### src/rtl/zybo_btn_in.sv
// Push-button conditioner for the Zybo board.
// Each channel has a 2-FF synchronizer and a debounce FSM, and produces a level, press/release strobes and a long-press strobe.
module zybo_btn_in #(
   parameter int unsigned NUM_BTN          = 4,
   parameter int unsigned DEBOUNCE_COUNT   = 2500000,
   parameter int unsigned LONG_PRESS_COUNT = 125000000
) (
   input  logic               CLK,
   input  logic               RST,
   input  logic [NUM_BTN-1:0] BTN,
   output logic [NUM_BTN-1:0] BTN_LEVEL,
   output logic [NUM_BTN-1:0] BTN_PRESS,
   output logic [NUM_BTN-1:0] BTN_RELEASE,
   output logic [NUM_BTN-1:0] BTN_LONG
);

   localparam int unsigned DCNT_W = $clog2(DEBOUNCE_COUNT);
   localparam int unsigned HCNT_W = $clog2(LONG_PRESS_COUNT);
   localparam logic [DCNT_W-1:0] DCNT_LAST = DCNT_W'(DEBOUNCE_COUNT - 1);
   localparam logic [HCNT_W-1:0] HCNT_LAST = HCNT_W'(LONG_PRESS_COUNT - 1);

   typedef enum logic [1:0] {
      S_LOW   = 2'd0,
      S_CHK_H = 2'd1,
      S_HIGH  = 2'd2,
      S_CHK_L = 2'd3
   } state_t;

   logic [NUM_BTN-1:0] s1;
   logic [NUM_BTN-1:0] s2;

   // Two-stage synchronizer for the asynchronous pins
   always_ff @(posedge CLK) begin
      if (RST) begin
         s1 <= '0;
         s2 <= '0;
      end else begin
         s1 <= BTN;
         s2 <= s1;
      end
   end

   for (genvar i = 0; i < NUM_BTN; i++) begin : g_ch
      state_t              state;
      logic [DCNT_W-1:0]   dcnt;
      logic [HCNT_W-1:0]   hcnt;
      logic                long_done;
      logic                level;
      logic                press;
      logic                release_q;
      logic                long_q;

      // Debounce FSM plus hold counter; the hold counter stops at its last value once the strobe has fired
      always_ff @(posedge CLK) begin
         if (RST) begin
            state     <= S_LOW;
            dcnt      <= '0;
            hcnt      <= '0;
            long_done <= 1'b0;
            level     <= 1'b0;
            press     <= 1'b0;
            release_q <= 1'b0;
            long_q    <= 1'b0;
         end else begin
            press     <= 1'b0;
            release_q <= 1'b0;
            long_q    <= 1'b0;

            if (level && !long_done) begin
               if (hcnt == HCNT_LAST) begin
                  long_q    <= 1'b1;
                  long_done <= 1'b1;
               end else begin
                  hcnt <= hcnt + HCNT_W'(1);
               end
            end

            case (state)
               S_LOW: begin
                  if (s2[i]) begin
                     state <= S_CHK_H;
                     dcnt  <= '0;
                  end
               end
               S_CHK_H: begin
                  if (!s2[i]) begin
                     state <= S_LOW;
                     dcnt  <= '0;
                  end else if (dcnt == DCNT_LAST) begin
                     state     <= S_HIGH;
                     level     <= 1'b1;
                     press     <= 1'b1;
                     hcnt      <= '0;
                     long_done <= 1'b0;
                  end else begin
                     dcnt <= dcnt + DCNT_W'(1);
                  end
               end
               S_HIGH: begin
                  if (!s2[i]) begin
                     state <= S_CHK_L;
                     dcnt  <= '0;
                  end
               end
               S_CHK_L: begin
                  if (s2[i]) begin
                     state <= S_HIGH;
                     dcnt  <= '0;
                  end else if (dcnt == DCNT_LAST) begin
                     state     <= S_LOW;
                     level     <= 1'b0;
                     release_q <= 1'b1;
                     hcnt      <= '0;
                     long_done <= 1'b0;
                  end else begin
                     dcnt <= dcnt + DCNT_W'(1);
                  end
               end
               default: begin
                  state <= S_LOW;
                  dcnt  <= '0;
               end
            endcase
         end
      end

      assign BTN_LEVEL[i]   = level;
      assign BTN_PRESS[i]   = press;
      assign BTN_RELEASE[i] = release_q;
      assign BTN_LONG[i]    = long_q;
   end

endmodule

### config.mk
export PLATFORM = sky130hd
export DESIGN_NAME = zybo_btn_in
export DESIGN_NICKNAME = d
export VERILOG_FILES = /design/src/rtl/zybo_btn_in.sv
export SDC_FILE = /design/constraint.sdc
export NUM_CORES = 1
export LEC_CHECK = 0
export CAP_MARGIN = 25
export CORE_MARGIN = 2
export CORE_UTILIZATION = 60
export CTS_BUF_LIST = sky130_fd_sc_hd__clkbuf_4 sky130_fd_sc_hd__clkbuf_8
export DETAILED_ROUTE_END_ITERATION = 8
export PLACE_DENSITY = 0.77
export SETUP_SLACK_MARGIN = 0.4
export SLEW_MARGIN = 20
export SYNTH_ARGS = -nofsm -noshare
export SYNTH_HDL_FRONTEND = slang
export SYNTH_SLANG_ARGS = --single-unit
### constraint.sdc
create_clock -name CLK -period 4.5 [get_ports CLK]
set_clock_uncertainty 0.1 [all_clocks]
set_input_delay 0.9 -clock CLK [delete_from_list [all_inputs] [get_ports CLK]]
set_output_delay 0.9 -clock CLK [all_outputs]
set_load 0.01 [all_outputs]
# Word-level counts from Yosys, hierarchy flattened
# Index checks and enable logic that the tools add are counted.
# Widths: inputs -> output; s select.
dict set report totals {
  regBits 232
  word_cells 278
}
dict set report op_classes {
  mux 128
  n_bitwise 16
  reduce_logical 40
  addsub 8
  eq_ne 52
}
# op count
set op_table {}
lappend op_table {{$mux 27} 20}
lappend op_table {{$mux 22} 20}
lappend op_table {{$pmux 22 s4} 4}
lappend op_table {{$pmux 27 s2} 4}
lappend op_table {{$add 27x1->27 const B} 4}
lappend op_table {{$eq 27x27->1 const B} 4}
lappend op_table {{$add 22x1->22 const B} 4}
lappend op_table {{$eq 22x22->1 const B} 4}
lappend op_table {{$mux 2} 24}
lappend op_table {{$ne 2x2->1 const B} 24}
lappend op_table {{$mux 1} 44}
lappend op_table {{$pmux 2 s4} 4}
lappend op_table {{$ne 3x3->1 const B} 8}
lappend op_table {{$reduce_or 3->1} 8}
lappend op_table {{$reduce_and 5->1} 4}
lappend op_table {{$eq 2x2->1 const B} 8}
lappend op_table {{$not 1->1} 16}
lappend op_table {{$pmux 1 s2} 8}
lappend op_table {{$reduce_and 4->1} 4}
lappend op_table {{$eq 2x1->1 const B} 4}
lappend op_table {{$logic_not 2->1} 4}
lappend op_table {{$reduce_and 2->1} 4}
lappend op_table {{$reduce_bool 2->1} 4}
lappend op_table {{$reduce_or 2->1} 4}
lappend op_table {{2 further kinds} 8}

# Logic depth before layout (Yosys ltp)
# Gate-level depths: netlist of the first run.
dict set report depth {
  ltp_word 6
  ltp_mapped 8
  ltp_nobuf 6
}

# Least setup slack after synthesis of the first run
# No wires, ideal clock.
dict set report synth_path {
  kind {input to register}
  from {in RST}
  to {reg with a tool-made name}
  arrival_ps 2117
  slack_ps 2156
  path_buffers 4
  cell_stages 5
  setup_ps 128
  cell_sequence {clkbuf_1 -> buf_1 -> clkbuf_1 -> buf_1 -> nor2_1}
}
# item line
set synth_lines {}
lappend synth_lines {{from (decl)} 9} ;# input logic RST,

# Final worst setup path of the first run
dict set report layout_path {
  from {reg g_ch[0].dcnt[13]}
  to {reg g_ch[0].hcnt[8]}
}
dict set report layout_via {
  elab_chain_len 4
  elab_cells_between_ends 5
  cone_classes {1 x eq/ne; 4 x mux}
}
# item line
set layout_rtl {}
lappend layout_rtl {{from (decl)} 45} ;# logic [DCNT_W-1:0] dcnt;
lappend layout_rtl {{from (signal assigned)} 96} ;# dcnt <= dcnt + DCNT_W'(1);
lappend layout_rtl {{from (signal assigned)} 116} ;# dcnt <= dcnt + DCNT_W'(1);
lappend layout_rtl {{$eq 22x22->1 (*)} {89, 109}}
lappend layout_rtl {{$mux 27 (*)} {89, 109}}
lappend layout_rtl {{$mux 27, on equally long branches} {106, 86}}
lappend layout_rtl {{$pmux 27 s2 (*)} 78} ;# case (state)
lappend layout_rtl {{to (signal assigned)} 74} ;# hcnt <= hcnt + HCNT_W'(1);
lappend layout_rtl {{to (decl)} 46} ;# logic [HCNT_W-1:0] hcnt;
# Every way passes the cells marked *; elsewhere a longest branch is shown, timed or not.
# A chain may end at the register's enable or synchronous reset.

==> results of run 1 <==
cells in the mapped netlist, types with 5 or more instances:
cell,number,area [um^2]
a21oi_1,96,480.5
nor4_1,32,200.2
nor4_4,6,127.6
nor4bb_1,7,70.07
nor3_1,33,165.2
nand3b_1,5,37.54
o21ai_1,8,40.04
nand4b_1,5,43.79
a41oi_1,7,61.31
a22oi_1,7,52.55
o41ai_1,5,43.79
a21o_1,8,60.06
ha_1,8,100.1
xor2_1,28,245.2
nand4bb_1,5,56.30
and4_1,20,175.2
nand2b_1,6,37.54
o2111ai_1,5,43.79
buf_2,14,70.07
or2_2,7,43.79
clkbuf_1,45,168.9
nand4_1,60,375.4
o31ai_1,22,165.2
or4_1,27,202.7
inv_1,27,101.4
mux2i_1,19,190.2
a31oi_1,20,125.1
nand2_1,102,382.9
dfxtp_1,232,4644
nor4b_1,25,219.0
xnor2_1,31,271.5
and3_1,30,187.7
and2_1,11,68.82
a311oi_1,17,148.9
nor2b_1,16,100.1
o211ai_1,10,75.07
nor2_1,122,457.9
or3_1,42,262.8
buf_4,21,157.7
nand3_1,86,430.4
o21ai_0,79,395.4
worst paths after layout:
path | from | to | slack, ps | cells past startpoint
worst max-delay path | g_ch[0].dcnt[13]$_SDFFE_PP0P_ | g_ch[0].hcnt[8]$_SDFF_PP0_ | 1640 | 5
worst min register to register | s1[2]$_SDFF_PP0_ | s2[2]$_SDFF_PP0_ | 350 | 1
worst max register to register | g_ch[0].dcnt[13]$_SDFFE_PP0P_ | g_ch[0].hcnt[8]$_SDFF_PP0_ | 1640 | 5
worst min-delay path | s1[2]$_SDFF_PP0_ | s2[2]$_SDFF_PP0_ | 350 | 1
state kept, by name (all words and copies together) (netlist names), named ones only:
name	flops
g_ch.long_q	4
g_ch.state	4
g_ch.level	4
s2	4
g_ch.long_done	4
g_ch.press	4
g_ch.release_q	4
g_ch.hcnt	108
s1	4
g_ch.dcnt	88
worst register-to-register path, stage by stage, from the launching register on:
cell     delay (ps)
dfxtp_1         510
or4b_2          670
nor4_2          360
a21o_1          760
nor4_1          120
or2_1           240
stage by stage:
stage | std cells | util | hold WS [ps] | worst slack [ps]
2_1_floorplan | 1438 | - | 313.8 | 2156
3_3_place_gp | 1638 | 0.6201 | 315.1 | 1423
3_5_place_dp | 1639 | 0.6209 | 337.4 | 1365
4_1_cts | 1707 | 0.6637 | 353.9 | 1621
5_1_grt | 1707 | 0.6642 | 360.2 | 1429
6_report | 1707 | 0.6642 | 345.1 | 1637
layout make-up:
cell class,count,area share
multi-input cells,1089,0.5262
flip-flops and latches,232,0.3570
clock buffers,59,0.05904
well taps,265,0.02548
repair buffers,25,0.01885
inverters,28,0.008078
clock inverters,9,0.005385
metal layers:
metal / part of all wire / up-vias / track usage
li1: - / 5372 / -
met1: 0.47 / 5118 / 0.3345
met3: 0.048 / 54 / 0.04044
met5: 0 / - / 0
met2: 0.46 / 270 / 0.4108
met4: 0.022 / 0 / 0.08039
power groups by stage:
stage | registers, mW | logic [mW] | clock network, mW
floorplan | 2.11 | 0.0710 | 0
global placement | 2.11 | 0.0891 | 0
detailed placement | 2.11 | 0.0922 | 0
CTS | 2.07 | 0.0923 | 2.03
global route | 2.07 | 0.102 | 2.12
finish | 2.07 | 0.0921 | 1.98
cell families (layout without fill, tap and decap cells):
group / after synthesis / after routing / synth area share
compound gates: 321 / 321 / 0.1678
xor+xnor: 59 / 59 / 0.04289
fa+ha+maj: 8 / 8 / 0.008309
buf+inv: 117 / 121 / 0.04704
flops: 232 / 232 / 0.3855
mux: 19 / 19 / 0.01579
simple gates: 682 / 682 / 0.3326
==> results.yml, run 1 <==
run_status:
  status: "finished, final reports clean"
synth:
  yosysWarnings: 0
  synth_nets: 1452
  yosysUniqueCellTypes: 82
  synthCells: 1438
  yosysSeqAreaShare: 0.3855
  synth_area_um2: 12050
  avgSynthCellArea_um2: 8.378
  synth_ff_type: "dfxtp_1"
  ys_seq_elements: 232
  synth_enable_flop_cells: 0
  async_reset_ff_frac: 0
placed_design:
  place_area_um2: 12160
  io_buffers: 21
  place_congestion: 0.8795
  dpl.hpwl_um: 17720
route:
  vias: 10814
  routed_wl_um: 26930
  dr.first_iter.drc_count: 533
  drt_pass1_iterations: 5
  ant_nets: 0
  drcViolationCount: 0
  post_drt_wl_per_cell_um: 15.77
  via_per_inst: 6.335
grt:
  grt_pass1_vias: 9943
  grt_overflow: 0
  antenna_found_initial: 0
  grt_max_degree: 60
  gr-usage-all-layers: 0.2490
  grt_pass1_wl_um: 46350
layout:
  multi_input_area_um2: 6847
  nNetsFinal: 1430
  layout_common_cells: "dfxtp_1, nor2_1, nand2_1"
  final_area_um2: 13010
  fillCellCount: 1700
  regArea_um2: 4644
  layout_commonest_cell: "dfxtp_1"
  diodes: 0
  drive_above_1_share: 0.08114
  area_growth_pct: 7.996
critical_path:
  critical-path-slowest-cell: "a21o_1"
  endpoint_kind: "flip-flop"
  cp.arrival_ps: 3170
  worst_ep_required_time_ps: 4810
  cp_max_fo: 28
  worstSetupPathType: "flip-flop to flip-flop"
  path_buf_inv: 0
  crit_path_start_kind: "flip-flop"
  cpLargestDelayFamily: "simple AND/OR/NAND/NOR gates"
  worstPathCellList: "or4b_2, nor4_2, a21o_1, nor4_1, or2_1"
  cp_slowest_stage_delay_ps: 760
sta:
  grt_setup_unrepaired: "no"
  tns_ps: 0
  relSlewSlack: 0.3944
  final-hold-violation-count: 0
  setup_viol: 0
  worst_pin_slew_ps: 905.1
  fin_crit_ps: 2863
  slew_viol_final: 0
  fin_crit_sh: 0.6362
  fmax_mhz: 349.3
cts:
  cts_max_path_buffers: 3
  cts_resized: 0
  worst_setup_hold_path_clk_slew_ps: 60
  cts_root_buf: "clkbuf_8"
  insertion_delay_ps: 520
  tritoncts: "yes"
  cts_buffers: 40
  htree_num_levels: 2
  post_cts_buffers: 0
  cts.sinks: 232
  hold_buffers: 0
floorplanning:
  rows: 51
  dieArea_um2: 21230
  io_pins: 22
  placeableCoreArea_um2: 19590
  die_x_um: 145.7
  die_h_um: 145.7
  initial_core_util: 0.6150
power:
  intPower_mw: 3.232
  cellPowerDensity_nw_per_um2: 318.5
  power_mw: 4.144
  combPwrFrac: 0.022
  peakVddDrop_mv: 0.2499
  clkPwrFrac: 0.479
  switchingPower_uw: 911.8
  switching_share: 0.2200
  p_leak_nw: 4.093
  pwr-share-seq: 0.499
worst_hold_path:
  hp-class: "flip-flop to flip-flop"
run:
  cap_violations: 0
Power figures use the tool's default switching activity.
==> run 2: changes to the inputs <==
Settings changed: CORE_UTILIZATION 60 to 59, PLACE_DENSITY 0.77 to 0.79.
Clock period 4.5 ns to 2.6 ns, I/O delays scaled along.
==> results.yml, run 2 (synthesized netlist as in run 1, its figures left out) <==
run_status:
  status: "finished, final reports clean"
layout:
  multi_input_area_um2: 7066
  area_growth_pct: 14.93
  reg_top3: "g_ch.hcnt x108, g_ch.dcnt x88"
  nNetsFinal: 1493
  drive_above_1_share: 0.1505
  fillCellCount: 1643
  largest_register_ffs: 108
  regMostFlops: "g_ch.hcnt"
  layout_commonest_cell: "dfxtp_1"
  regArea_um2: 4659
  diodes: 0
  layout_common_cells: "dfxtp_1, nor2_1, nand2_1"
placed_design:
  dpl.hpwl_um: 18840
  io_buffers: 21
  place_congestion: 0.8988
  place_ws_ps: 206.7
route:
  post_drt_wl_per_cell_um: 16.04
  vias: 11124
  ant_nets: 0
  routed_wl_um: 28520
  drt_pass1_iterations: 6
  via_per_inst: 6.256
  dr.first_iter.drc_count: 693
  drcViolationCount: 0
critical_path:
  endpoint_kind: "flip-flop"
  reg2reg_to: "g_ch[2].level$_SDFFE_PP0P_"
  worstSetupPathType: "flip-flop to flip-flop"
  crit_path_start_kind: "flip-flop"
  cp_max_fo: 5
  reg2reg_from: "g_ch[2].dcnt[1]$_SDFFE_PP0P_"
  timing.reg2reg.setup_slack_ps: 460
  worst_ep_required_time_ps: 2960
  rr_worst_depth: 6
  cp.arrival_ps: 2490
cts:
  insertion_delay_ps: 540
  htree_num_levels: 2
  hold_buffers: 0
  cts.sinks: 232
  cts_root_buf: "clkbuf_8"
  cts_buffers: 41
  worst_setup_hold_path_clk_slew_ps: 70
  cts_max_path_buffers: 3
  tritoncts: "yes"
floorplanning:
  die_x_um: 146.9
  placeableCoreArea_um2: 20170
  die_h_um: 146.9
  io_pins: 22
  rows: 52
  initial_core_util: 0.5973
  dieArea_um2: 21580
worst_hold_path:
  hp-class: "primary input to flip-flop"
  min_to: "g_ch[1].level$_SDFFE_PP0P_"
  worstHoldPathCells: 2
  min_from: "RST"
power:
  switchingPower_mw: 1.654
  intPower_mw: 5.908
  p_leak_nw: 4.526
  combPwrFrac: 0.025
  clkPwrFrac: 0.502
  cellPowerDensity_nw_per_um2: 546.1
  peakVddDrop_mv: 0.3687
  pwr-share-seq: 0.473
  switching_share: 0.2187
grt:
  grt_pass1_vias: 10353
  grt_max_degree: 50
  antenna_found_initial: 0
  grt_pass1_wl_um: 48120
  gr-usage-all-layers: 0.2563
  grt_overflow: 0
sta:
  fin_crit_ps: 2138
  fin_ws_ps: 462.2
  fmax_mhz: 467.8
  tns_ps: 0
  setup_viol: 0
  fin_crit_sh: 0.8222
  relSlewSlack: 0.5843
  grt_setup_unrepaired: "yes"
  worst_pin_slew_ps: 620.8
  slew_viol_final: 0
  final-hold-violation-count: 0
run:
  cap_violations: 0
-- run 2: critical path, cell delays in order (launching register included) --
cell and delay, ps:
dfxtp_1 360, ha_2 230, and4_1 250, nand4_1 200, or3_4 430, nor4b_4 350
o21bai_1 150
-- run 2: per-layer routing --
| metal | wire length [um] | vias to the layer above | GRT usage | share of wire |
|---|---|---|---|---|
| li1 | - | 5497 | - | - |
| met1 | 13060 | 5276 | 0.3409 | 0.46 |
| met2 | 13490 | 296 | 0.4378 | 0.47 |
| met3 | 1344 | 55 | 0.03851 | 0.047 |
| met4 | 621 | 0 | 0.06827 | 0.022 |
| met5 | 0 | - | 0 | 0 |
-- run 2: cell type report --
class | count | area share
clock buffer | 63 | 0.05855
clock inverter | 9 | 0.008855
inverter | 28 | 0.007590
multi-input combinational | 1089 | 0.5103
sequential | 232 | 0.3365
tap | 270 | 0.02440
timing repair buffer | 87 | 0.05385
-- run 2: metrics by stage --
step	instances	hold slack, ps	total power [mW]	area (um^2)	util
global placement	1687	321.2	3.828	12500	0.6196
detailed placement	1687	325.0	3.830	12500	0.6196
floorplan	1438	313.8	3.775	12050	-
global route	1778	229.8	7.799	13850	0.6865
CTS	1767	202.3	7.625	13550	0.6720
finish	1778	236.5	7.562	13850	0.6865
-- run 2: worst max-delay path by stage --
stage,depth (start not counted),slack [ps],from,to
4_1_cts,7,390,g_ch[0].dcnt[0]$_SDFFE_PP0P_,g_ch[0].dcnt[4]$_SDFFE_PP0P_
3_5_place_dp,6,210,g_ch[2].dcnt[0]$_SDFFE_PP0P_,g_ch[2].level$_SDFFE_PP0P_
6_report,6,460,g_ch[2].dcnt[1]$_SDFFE_PP0P_,g_ch[2].level$_SDFFE_PP0P_
3_3_place_gp,6,250,g_ch[2].dcnt[0]$_SDFFE_PP0P_,g_ch[2].level$_SDFFE_PP0P_
5_1_grt,7,390,g_ch[1].hcnt[0]$_SDFF_PP0_,g_ch[1].hcnt[15]$_SDFF_PP0_
2_1_floorplan,8,430,g_ch[0].hcnt[0]$_SDFF_PP0_,g_ch[0].hcnt[1]$_SDFF_PP0_
-- run 2: power by group through the flow --
| stage | Combinational [mW] | Sequential (mW) | Clock (mW) |
|---|---|---|---|
| final | 0.188 | 3.58 | 3.80 |
| after global routing | 0.205 | 3.58 | 4.02 |
| after CTS | 0.182 | 3.58 | 3.86 |
| after detailed placement | 0.175 | 3.66 | 0 |
| after global placement | 0.173 | 3.66 | 0 |
| after floorplan | 0.123 | 3.65 | 0 |
-- run 2: what timing repair did --
item                       in CTS  in global routing
buffers inserted                8                  9
pin swaps                       2                 16
gates cloned                    0                  2
gates resized for setup        14                 58
setup endpoints to repair      83                144
